`src/rtl/ex_pkg.sv`:
```
// ex_pkg: shared ALU/multiply-divide encodings and the default datapath width for the execute stage
package ex_pkg;
    localparam int XLEN_DEF = 32;
    typedef enum logic [2:0] {
        ALU_AND = 3'b000,
        ALU_OR  = 3'b001,
        ALU_ADD = 3'b010,
        ALU_XOR = 3'b011,
        ALU_NOR = 3'b100,
        ALU_SRL = 3'b101,
        ALU_SUB = 3'b110,
        ALU_SLT = 3'b111
    } alu_op_e;
    typedef enum logic [3:0] {
        MD_NONE  = 4'd0,
        MD_MULT  = 4'd1,
        MD_MULTU = 4'd2,
        MD_DIV   = 4'd3,
        MD_DIVU  = 4'd4,
        MD_MFHI  = 4'd5,
        MD_MFLO  = 4'd6,
        MD_MTHI  = 4'd7,
        MD_MTLO  = 4'd8
    } md_op_e;
endpackage

```
`src/rtl/ex_muldiv_unit.sv`:
```
// ex_muldiv_unit: iterative shift-add multiplier / restoring divider with HI/LO (start/op/a/b in, flush aborts, busy/hi/lo out, mt_* direct writes)
module ex_muldiv_unit
    import ex_pkg::*;
#(
    parameter int XLEN  = XLEN_DEF,
    parameter int CNT_W = $clog2(XLEN) + 1
) (
    input  logic            clk,
    input  logic            rst_n,
    input  logic            start,
    input  md_op_e          op,
    input  logic [XLEN-1:0] a,
    input  logic [XLEN-1:0] b,
    input  logic            flush,
    output logic            busy,
    output logic [XLEN-1:0] hi,
    output logic [XLEN-1:0] lo,
    input  logic            mt_hi_we,
    input  logic            mt_lo_we,
    input  logic [XLEN-1:0] mt_data
);
    typedef enum logic {IDLE, BUSY} state_e;
    state_e            state;
    logic [CNT_W-1:0]  cnt;
    md_op_e            op_r;
    logic              sa, sb, sgn_a, sgn_b, is_sgn, is_div;
    logic [XLEN-1:0]   mb, a_raw, mag_a, mag_b, q, r, hi_nxt, lo_nxt;
    logic [XLEN:0]     sum, diff;
    logic [2*XLEN-1:0] acc, nxt, prod;
    assign busy = (state == BUSY);
    // acc holds {partial product | remainder, multiplier | dividend->quotient}
    always_comb begin
        is_sgn = (op == MD_MULT) || (op == MD_DIV);
        sgn_a  = is_sgn & a[XLEN-1];
        sgn_b  = is_sgn & b[XLEN-1];
        mag_a  = sgn_a ? -a : a;
        mag_b  = sgn_b ? -b : b;
        is_div = (op_r == MD_DIV) || (op_r == MD_DIVU);
        sum    = {1'b0, acc[2*XLEN-1:XLEN]} + (acc[0] ? {1'b0, mb} : '0);
        diff   = acc[2*XLEN-1:XLEN-1] - {1'b0, mb};
        nxt    = is_div ? (diff[XLEN] ? {acc[2*XLEN-2:0], 1'b0}
                                      : {diff[XLEN-1:0], acc[XLEN-2:0], 1'b1})
                        : {sum, acc[XLEN-1:1]};
        prod   = (sa ^ sb) ? -nxt : nxt;
        q      = (sa ^ sb) ? -nxt[XLEN-1:0] : nxt[XLEN-1:0];
        r      = sa ? -nxt[2*XLEN-1:XLEN] : nxt[2*XLEN-1:XLEN];
        hi_nxt = is_div ? ((mb == '0) ? a_raw : r) : prod[2*XLEN-1:XLEN];
        lo_nxt = is_div ? ((mb == '0) ? '1 : q) : prod[XLEN-1:0];
    end
    always_ff @(posedge clk or negedge rst_n) begin
        if (!rst_n) begin
            state <= IDLE;
            cnt   <= '0;
            op_r  <= MD_NONE;
            sa    <= 1'b0;
            sb    <= 1'b0;
            mb    <= '0;
            a_raw <= '0;
            acc   <= '0;
            hi    <= '0;
            lo    <= '0;
        end else begin
            if (busy && flush) begin
                state <= IDLE;
                cnt   <= '0;
            end else if (busy) begin
                acc <= nxt;
                cnt <= cnt - 1'b1;
                if (cnt == CNT_W'(1)) begin
                    state <= IDLE;
                    hi    <= hi_nxt;
                    lo    <= lo_nxt;
                end
            end else if (start) begin
                state <= BUSY;
                cnt   <= CNT_W'(XLEN);
                op_r  <= op;
                sa    <= sgn_a;
                sb    <= sgn_b;
                mb    <= mag_b;
                a_raw <= a;
                acc   <= {{XLEN{1'b0}}, mag_a};
            end
            if (mt_hi_we) hi <= mt_data;
            if (mt_lo_we) lo <= mt_data;
        end
    end
endmodule

```
`src/rtl/ex_stage_md.sv`:
```
// ex_stage_md: MIPS execute stage, ALU/JAL/LUI/MFHI/MFLO result mux plus iterative mul/div with stall (operands in, alu_out/out_valid/stall/md_busy/a_dbg/b_dbg out)
module ex_stage_md
    import ex_pkg::*;
#(
    parameter int XLEN  = XLEN_DEF,
    parameter int CNT_W = $clog2(XLEN) + 1
) (
    input  logic            clk,
    input  logic            rst_n,
    input  logic            flush,
    input  logic            in_valid,
    input  logic [XLEN-1:0] rs_val,
    input  logic [XLEN-1:0] rt_val,
    input  logic [XLEN-1:0] ext_imm,
    input  logic [15:0]     imm16,
    input  logic            shift,
    input  logic            alu_imm,
    input  logic [2:0]      alu_ctr,
    input  logic            jal,
    input  logic            lui,
    input  logic [XLEN-1:0] pc_p4,
    input  logic [3:0]      md_op,
    output logic [XLEN-1:0] alu_out,
    output logic            out_valid,
    output logic            stall,
    output logic            md_busy,
    output logic [XLEN-1:0] a_dbg,
    output logic [XLEN-1:0] b_dbg
);
    logic [XLEN-1:0] a, b, alu_res, lui_val, hi, lo;
    logic            start, is_md;
    md_op_e          op;
    alu_op_e         ctr;
    always_comb begin
        op      = md_op_e'(md_op);
        ctr     = alu_op_e'(alu_ctr);
        a       = shift ? ext_imm : rs_val;
        b       = alu_imm ? ext_imm : rt_val;
        alu_res = ctr == ALU_AND ? a & b :
                  ctr == ALU_OR  ? a | b :
                  ctr == ALU_ADD ? a + b :
                  ctr == ALU_XOR ? a ^ b :
                  ctr == ALU_NOR ? ~(a | b) :
                  ctr == ALU_SRL ? b >> a[4:0] :
                  ctr == ALU_SUB ? a - b :
                  {{(XLEN-1){1'b0}}, $signed(a) < $signed(b)};
        lui_val = XLEN'({imm16, {XLEN{1'b0}}} >> 16);
        alu_out = jal ? pc_p4 :
                  lui ? lui_val :
                  op == MD_MFHI ? hi :
                  op == MD_MFLO ? lo : alu_res;
        is_md     = (op == MD_MULT) || (op == MD_MULTU) || (op == MD_DIV) || (op == MD_DIVU);
        stall     = in_valid & md_busy & (op != MD_NONE) & ~flush;
        out_valid = in_valid & ~stall & ~flush;
        start     = in_valid & ~md_busy & ~flush & is_md;
        a_dbg     = a;
        b_dbg     = b;
    end
    ex_muldiv_unit #(.XLEN(XLEN), .CNT_W(CNT_W)) u_md (
        .clk      (clk),
        .rst_n    (rst_n),
        .start    (start),
        .op       (op),
        .a        (rs_val),
        .b        (rt_val),
        .flush    (flush),
        .busy     (md_busy),
        .hi       (hi),
        .lo       (lo),
        .mt_hi_we (out_valid & (op == MD_MTHI)),
        .mt_lo_we (out_valid & (op == MD_MTLO)),
        .mt_data  (rs_val)
    );
endmodule

```
`config.mk`:
```
export PLATFORM = sky130hd
export DESIGN_NAME = ex_stage_md
export DESIGN_NICKNAME = d
export VERILOG_FILES = /design/src/rtl/ex_pkg.sv /design/src/rtl/ex_muldiv_unit.sv /design/src/rtl/ex_stage_md.sv
export SDC_FILE = /design/constraint.sdc
export NUM_CORES = 1
export LEC_CHECK = 0
export CORE_MARGIN = 5
export CORE_UTILIZATION = 40
export DETAILED_ROUTE_END_ITERATION = 8
export DONT_BUFFER_PORTS = 1
export GPL_ROUTABILITY_DRIVEN = 0
export PLACE_DENSITY = 0.58
export SYNTH_ARGS = -nofsm -noshare
export SYNTH_HDL_FRONTEND = slang
export SYNTH_SLANG_ARGS = --single-unit
```
`constraint.sdc`:
```
create_clock -name clk -period 9.3 [get_ports clk]
set_clock_uncertainty 0.15 [all_clocks]
set_input_delay 1.395 -clock clk [delete_from_list [all_inputs] [get_ports clk]]
set_output_delay 1.395 -clock clk [all_outputs]
set_load 0.01 [all_outputs]
```
Word level (Yosys, flattened, before mapping)
Cells that the tools add are included. W data, S select, Z words.

Register bits after elaboration: 205. Bits in latches: 0. RAM bits: 0. Bits in read-only memories: 0. Input bits: 159. Output and inout bits: 99. Logic and storage cells: 123. Memories kept: 0.

Add/subtract/negate cells: 10. Multipliers: 0. Div/mod/pow operators: 0. $lt $le $gt $ge: 1. Equal/unequal tests: 19. Shifts and indexed selects: 1. Multiplexer cells: 42. Bitwise logic cells: 21. Reductions and logical operators: 19.

Operators with widths (count): $mux W32 (30); $mux W64 (5); $neg A32 Y32 (4); $neg A64 Y64 (1); $add A32 B33 Y33 (1); $sub A33 B32 Y33 (1); $add A32 B32 Y32 (1); $and A32 B32 Y32 (1); $logic_not A32 Y1 (1); $lt A32 B32 Y1 (1); $not A32 Y32 (1); $or A32 B32 Y32 (1); $shr A32 B5 Y32 (1); $sub A32 B32 Y32 (1); $xor A32 B32 Y32 (1); $eq A4 B3 Y1 const B (5); $mux W6 (3); $and A1 B1 Y1 (12); $eq A4 B2 Y1 const B (3); $reduce_bool A2 Y1 (5); $eq A3 B3 Y1 const B (3); $reduce_and A3 Y1 (3); $eq A3 B2 Y1 const B (2); $eq A6 B1 Y1 const B (1); other kinds (14) (25).

Depth between registers and ports, before layout
Depth after elaboration: 13. Depth in mapped cells: 24. Mapped depth without buffers: 22.

By module
A second synthesis with hierarchy kept.

Cell total of the unflattened synthesis: 3905. Area, all modules: 27765.4 um2.

By module, submodules not included: ex_muldiv_unit (instances 1, cells each 2468, area each 18395.1 um2); ex_stage_md (instances 1, cells each 1437, area each 9370.2 um2).

Worst setup path before layout
OpenSTA, ideal clock, no wires.

Path type: input to output. From: input alu_imm. To: output alu_out[31]. Arrival time: 6.261 ns. Required time: 7.755 ns. Slack: 1.494 ns. Stages on the path: 18. Path buffers: 4. Cell sequence: clkbuf_1 buf_1 clkbuf_1 mux2_2 inv_1 ha_1 clkbuf_1 a2111oi_0 a211oi_1 o41ai_1 o211ai_1 o41ai_1 o21ai_0 or3_1 a221o_1 and4b_1 nor3_1 a21oi_1.

Cells in the longest elaborated chain, start to end: 13.

Ends and longest elaborated chain: start, declared (line ex_stage_md.sv:17) `input logic alu_imm,`; $mux W32 (*) (line ex_stage_md.sv:38) `b = alu_imm ? ext_imm : rt_val;`; named net b_dbg[8] (line ex_stage_md.sv:28) `output logic [XLEN-1:0] b_dbg`; $sub A32 B32 Y32 (line ex_stage_md.sv:45) `ctr == ALU_SUB ? a - b :`; $mux W32 (line ex_stage_md.sv:45); $mux W32 (line ex_stage_md.sv:44) `ctr == ALU_SRL ? b >> a[4:0] :`; $mux W32 (line ex_stage_md.sv:43) `ctr == ALU_NOR ? ~(a | b) :`; $mux W32 (line ex_stage_md.sv:42) `ctr == ALU_XOR ? a ^ b :`; $mux W32 (*) (line ex_stage_md.sv:41) `ctr == ALU_ADD ? a + b :`; $mux W32 (*) (line ex_stage_md.sv:40) `ctr == ALU_OR ? a | b :`; $mux W32 (*) (line ex_stage_md.sv:39) `alu_res = ctr == ALU_AND ? a & b :`; $mux W32 (*) (line ex_stage_md.sv:51) `op == MD_MFLO ? lo : alu_res;`; $mux W32 (*) (line ex_stage_md.sv:50) `op == MD_MFHI ? hi :`; $mux W32 (*) (line ex_stage_md.sv:49) `lui ? lui_val :`; $mux W32 (*) (line ex_stage_md.sv:48) `alu_out = jal ? pc_p4 :`; end, declared (line ex_stage_md.sv:23) `output logic [XLEN-1:0] alu_out,`.

Mark *: on every way through the listed nets, which the timed path passes. The rest lies on a longest branch.

Worst setup path in the final report
From: input shift. To: output alu_out[31].

Cells in the longest elaborated chain, start to end: 13.

Ends and longest elaborated chain: start, declared (line ex_stage_md.sv:16) `input logic shift,`; $mux W32 (*) (line ex_stage_md.sv:37) `a = shift ? ext_imm : rs_val;`; named net a_dbg[2] (line ex_stage_md.sv:27) `output logic [XLEN-1:0] a_dbg,`; $sub A32 B32 Y32 (line ex_stage_md.sv:45); $mux W32 (line ex_stage_md.sv:45); $mux W32 (line ex_stage_md.sv:44); $mux W32 (line ex_stage_md.sv:43); $mux W32 (line ex_stage_md.sv:42); $mux W32 (*) (line ex_stage_md.sv:41); $mux W32 (*) (line ex_stage_md.sv:40); $mux W32 (*) (line ex_stage_md.sv:39); $mux W32 (*) (line ex_stage_md.sv:51); $mux W32 (*) (line ex_stage_md.sv:50); $mux W32 (*) (line ex_stage_md.sv:49); $mux W32 (*) (line ex_stage_md.sv:48).

Marked as above.

==> metrics.txt <==
Post-CTS Resized 0; setup bufs post-CTS 0; outcome complete, no violations; worst-skew pair later-pin latency 0.58 ns; die width 268 um; Clock Tree Buf Depth 3; CP Capture Type output port; Die Area 71,600 sq um; Final Cycle Share 86.2%; vias in the first global route 26,904; DRC 0; CP Launch Type input pin; Max Slew Vio Count 0; first-pass GRT wire length 179 mm; slew margin rel. 17.3%; FILL cells 6,767; Avg Cell Area, Syn 7.22 sq um; Placement Rows 94; CP cell instances mux2i_4, buf_4, inv_1, ha_1, a21o_1, a21o_1, o21ai_0, a211oi_1, o41ai_1, o211ai_1, o41ai_1, buf_4, o21ai_0, or3_1, a221o_1, and4b_1, nor3_1, a21oi_1; Routed WL 122 mm; smallest hold slack 0.321 ns; 1st-iter DRT viols 3,896; via-per-instance ratio 6.61; synth warn 0; RSZ-0062 raised after global routing no; GRT Overall Usage 32.3%; IO buf count 0; 1st-pass router iterations 6; Post-Synthesis Cells 3,673; Post-synth EDFFs 0; core box area 65,700 sq um; Final TNS setup 0 ns; post-route ant nets 0; share of layout cells above drive strength 1 5.69%; syn_nets 4,002; worst-path maximum fanout 36; commonest cells after routing, fill and taps aside 482 x nand2_1, 341 x o21ai_0, 299 x nor2_1; Nets 3,824; Leak 11.8 nW; routed vias 28,940; Initial Util 40.4%; maximum vdd drop 0.141 mV; CTS tree yes; Sequential Area 5130 sq um; f_max 125 MHz; CP peak stage delay 0.54 ns; drt wl/cell 27.8 um; Final Setup Violations 0; TritonCTS Buffers 25; fin crit period 8.02 ns; power density over cell area 250 nW/um^2; slew of the pin with the lowest slew margin 1.24 ns; Yosys reg bits 205; htree depth 1; HPWL after DPL 92.9 mm; initial antenna violation count 5; largest net degree at the start of global routing 206; Reg clk slew, reported paths 0.06 ns; leading register cell type out of synthesis dfrtp_1; synthesized area 26,500 sq um; Worst path slowest cell o41ai_1; Max-cap violations 0; Worst Path Arrival 6.47 ns; WP data required 7.76 ns; GR Overflow Total 0; multi-input logic area 19,900 sq um; most common cell after layout, fill and taps aside nand2_1; Clock Sinks 205; Root Buffer clkbuf_16; worst hold path class register to register; Final Hold Viols 0; kind of critical path input pin to output port; unique cell type count in the Yosys netlist 105; Layout area overhead 5.58%; sequential share of the synthesized area 19.3%; IO Pins 258; CTS Hold Bufs 0; ys async rst share 100%; Die H 268 um
-- cells in the mapped netlist (all sizes together), types with 25 or more instances --
library cell	n	area (sq um)
a211oi	67	528
a21o	52	390
a21oi	285	1430
a31oi	31	209
and2	54	338
buf	53	234
clkbuf	206	773
dfrtp	205	5130
ha	166	2080
inv	153	574
mux2i	127	1270
nand2	482	1810
nand2b	30	188
nand3	90	450
nand4	34	228
nor2	304	1140
nor2b	26	163
nor3	63	315
nor4	41	263
o211ai	46	350
o21a	30	233
o21ai	347	1740
o221ai	70	613
o22ai	64	400
o31ai	28	224
o41ai	25	241
or3	32	210
xnor2	135	1180
xor2	78	683
-- layer usage --
| layer | GRT usage [%] | part of all wire, % | routed length, um |
|---|---|---|---|
| met5 | 0 | 0.011 | 13 |
| met4 | 19.0 | 7.5 | 9080 |
| met3 | 7.80 | 11 | 12800 |
| met2 | 48.7 | 43 | 51800 |
| met1 | 42.1 | 39 | 48100 |
-- power by group --
group / switching, mW / internal, mW / leakage [nW]
clock: 0.432 / 0.627 / 0.420
sequential: 0.368 / 1.17 / 2.62
combinational: 2.84 / 1.57 / 8.73
total: 3.64 / 3.36 / 11.8
-- cell type report --
cell class              count  share of cell area (%)
multi-input cells        3051                    71.1
flip-flops and latches    205                    18.3
well taps                 864                    3.86
clock buffers              35                    2.58
inverters                 158                    2.12
repair buffers             54                    1.45
clock inverters             9                   0.514
diodes                      5                  0.0447
-- final timing paths --
check                                      startpoint                    endpoint  slack (ns)  cells after the start
setup / recovery                                shift                 alu_out[31]        1.28                     18
setup reg to reg             u_md.acc[31]$_DFFE_PN0P_     u_md.hi[16]$_DFFE_PN0P_        2.50                     21
hold reg to reg            u_md.a_raw[22]$_DFFE_PN0P_  u_md.a_raw[22]$_DFFE_PN0P_        0.32                      2
max in group asynchronous                       rst_n     u_md.mb[13]$_DFFE_PN0P_        8.13                      0
min in group asynchronous                       rst_n    u_md.acc[15]$_DFFE_PN0P_        0.38                      0
hold / removal             u_md.a_raw[22]$_DFFE_PN0P_  u_md.a_raw[22]$_DFFE_PN0P_        0.32                      2
-- stage by stage --
step	area, sq um	cells	util, %	power [mW]	worst slack [ns]
final	28000	4381	42.6	7.00	1.28
after global routing	28000	4376	42.6	7.44	0.985
after CTS	28000	4376	42.6	6.87	1.41
after detailed placement	27100	4332	41.3	5.77	1.42
after global placement	27100	4332	41.3	5.77	1.40
after floorplan	26500	3673	-	4.54	1.49
-- sequential cells by signal, summed over array words and instances (netlist names) --
register    flops
u_md.mb        32
u_md.sb         1
u_md.a_raw     32
u_md.acc       64
u_md.busy       1
u_md.cnt        6
u_md.lo        32
u_md.op_r       4
u_md.sa         1
u_md.hi        32
-- critical path, delay by kind of cell --
family	cells	cell delay (ns)
muxes	1	0.18
and+or+nand+nor	3	0.72
adders and majority gates	1	0.43
buffers and inverters	3	1.04
AOI/OAI and AO/OA	10	2.68
-- cell families after synthesis --
| family | count (synthesis) | share of synthesized area [%] |
|---|---|---|
| buf+inv | 417 | 6.03 |
| mux | 151 | 5.85 |
| flops | 205 | 19.3 |
| simple gates | 1261 | 22.3 |
| fa+ha+maj | 170 | 8.13 |
| xor+xnor | 213 | 7.03 |
| compound gates | 1256 | 31.4 |
Note: power is estimated with default switching activity, not from simulation.
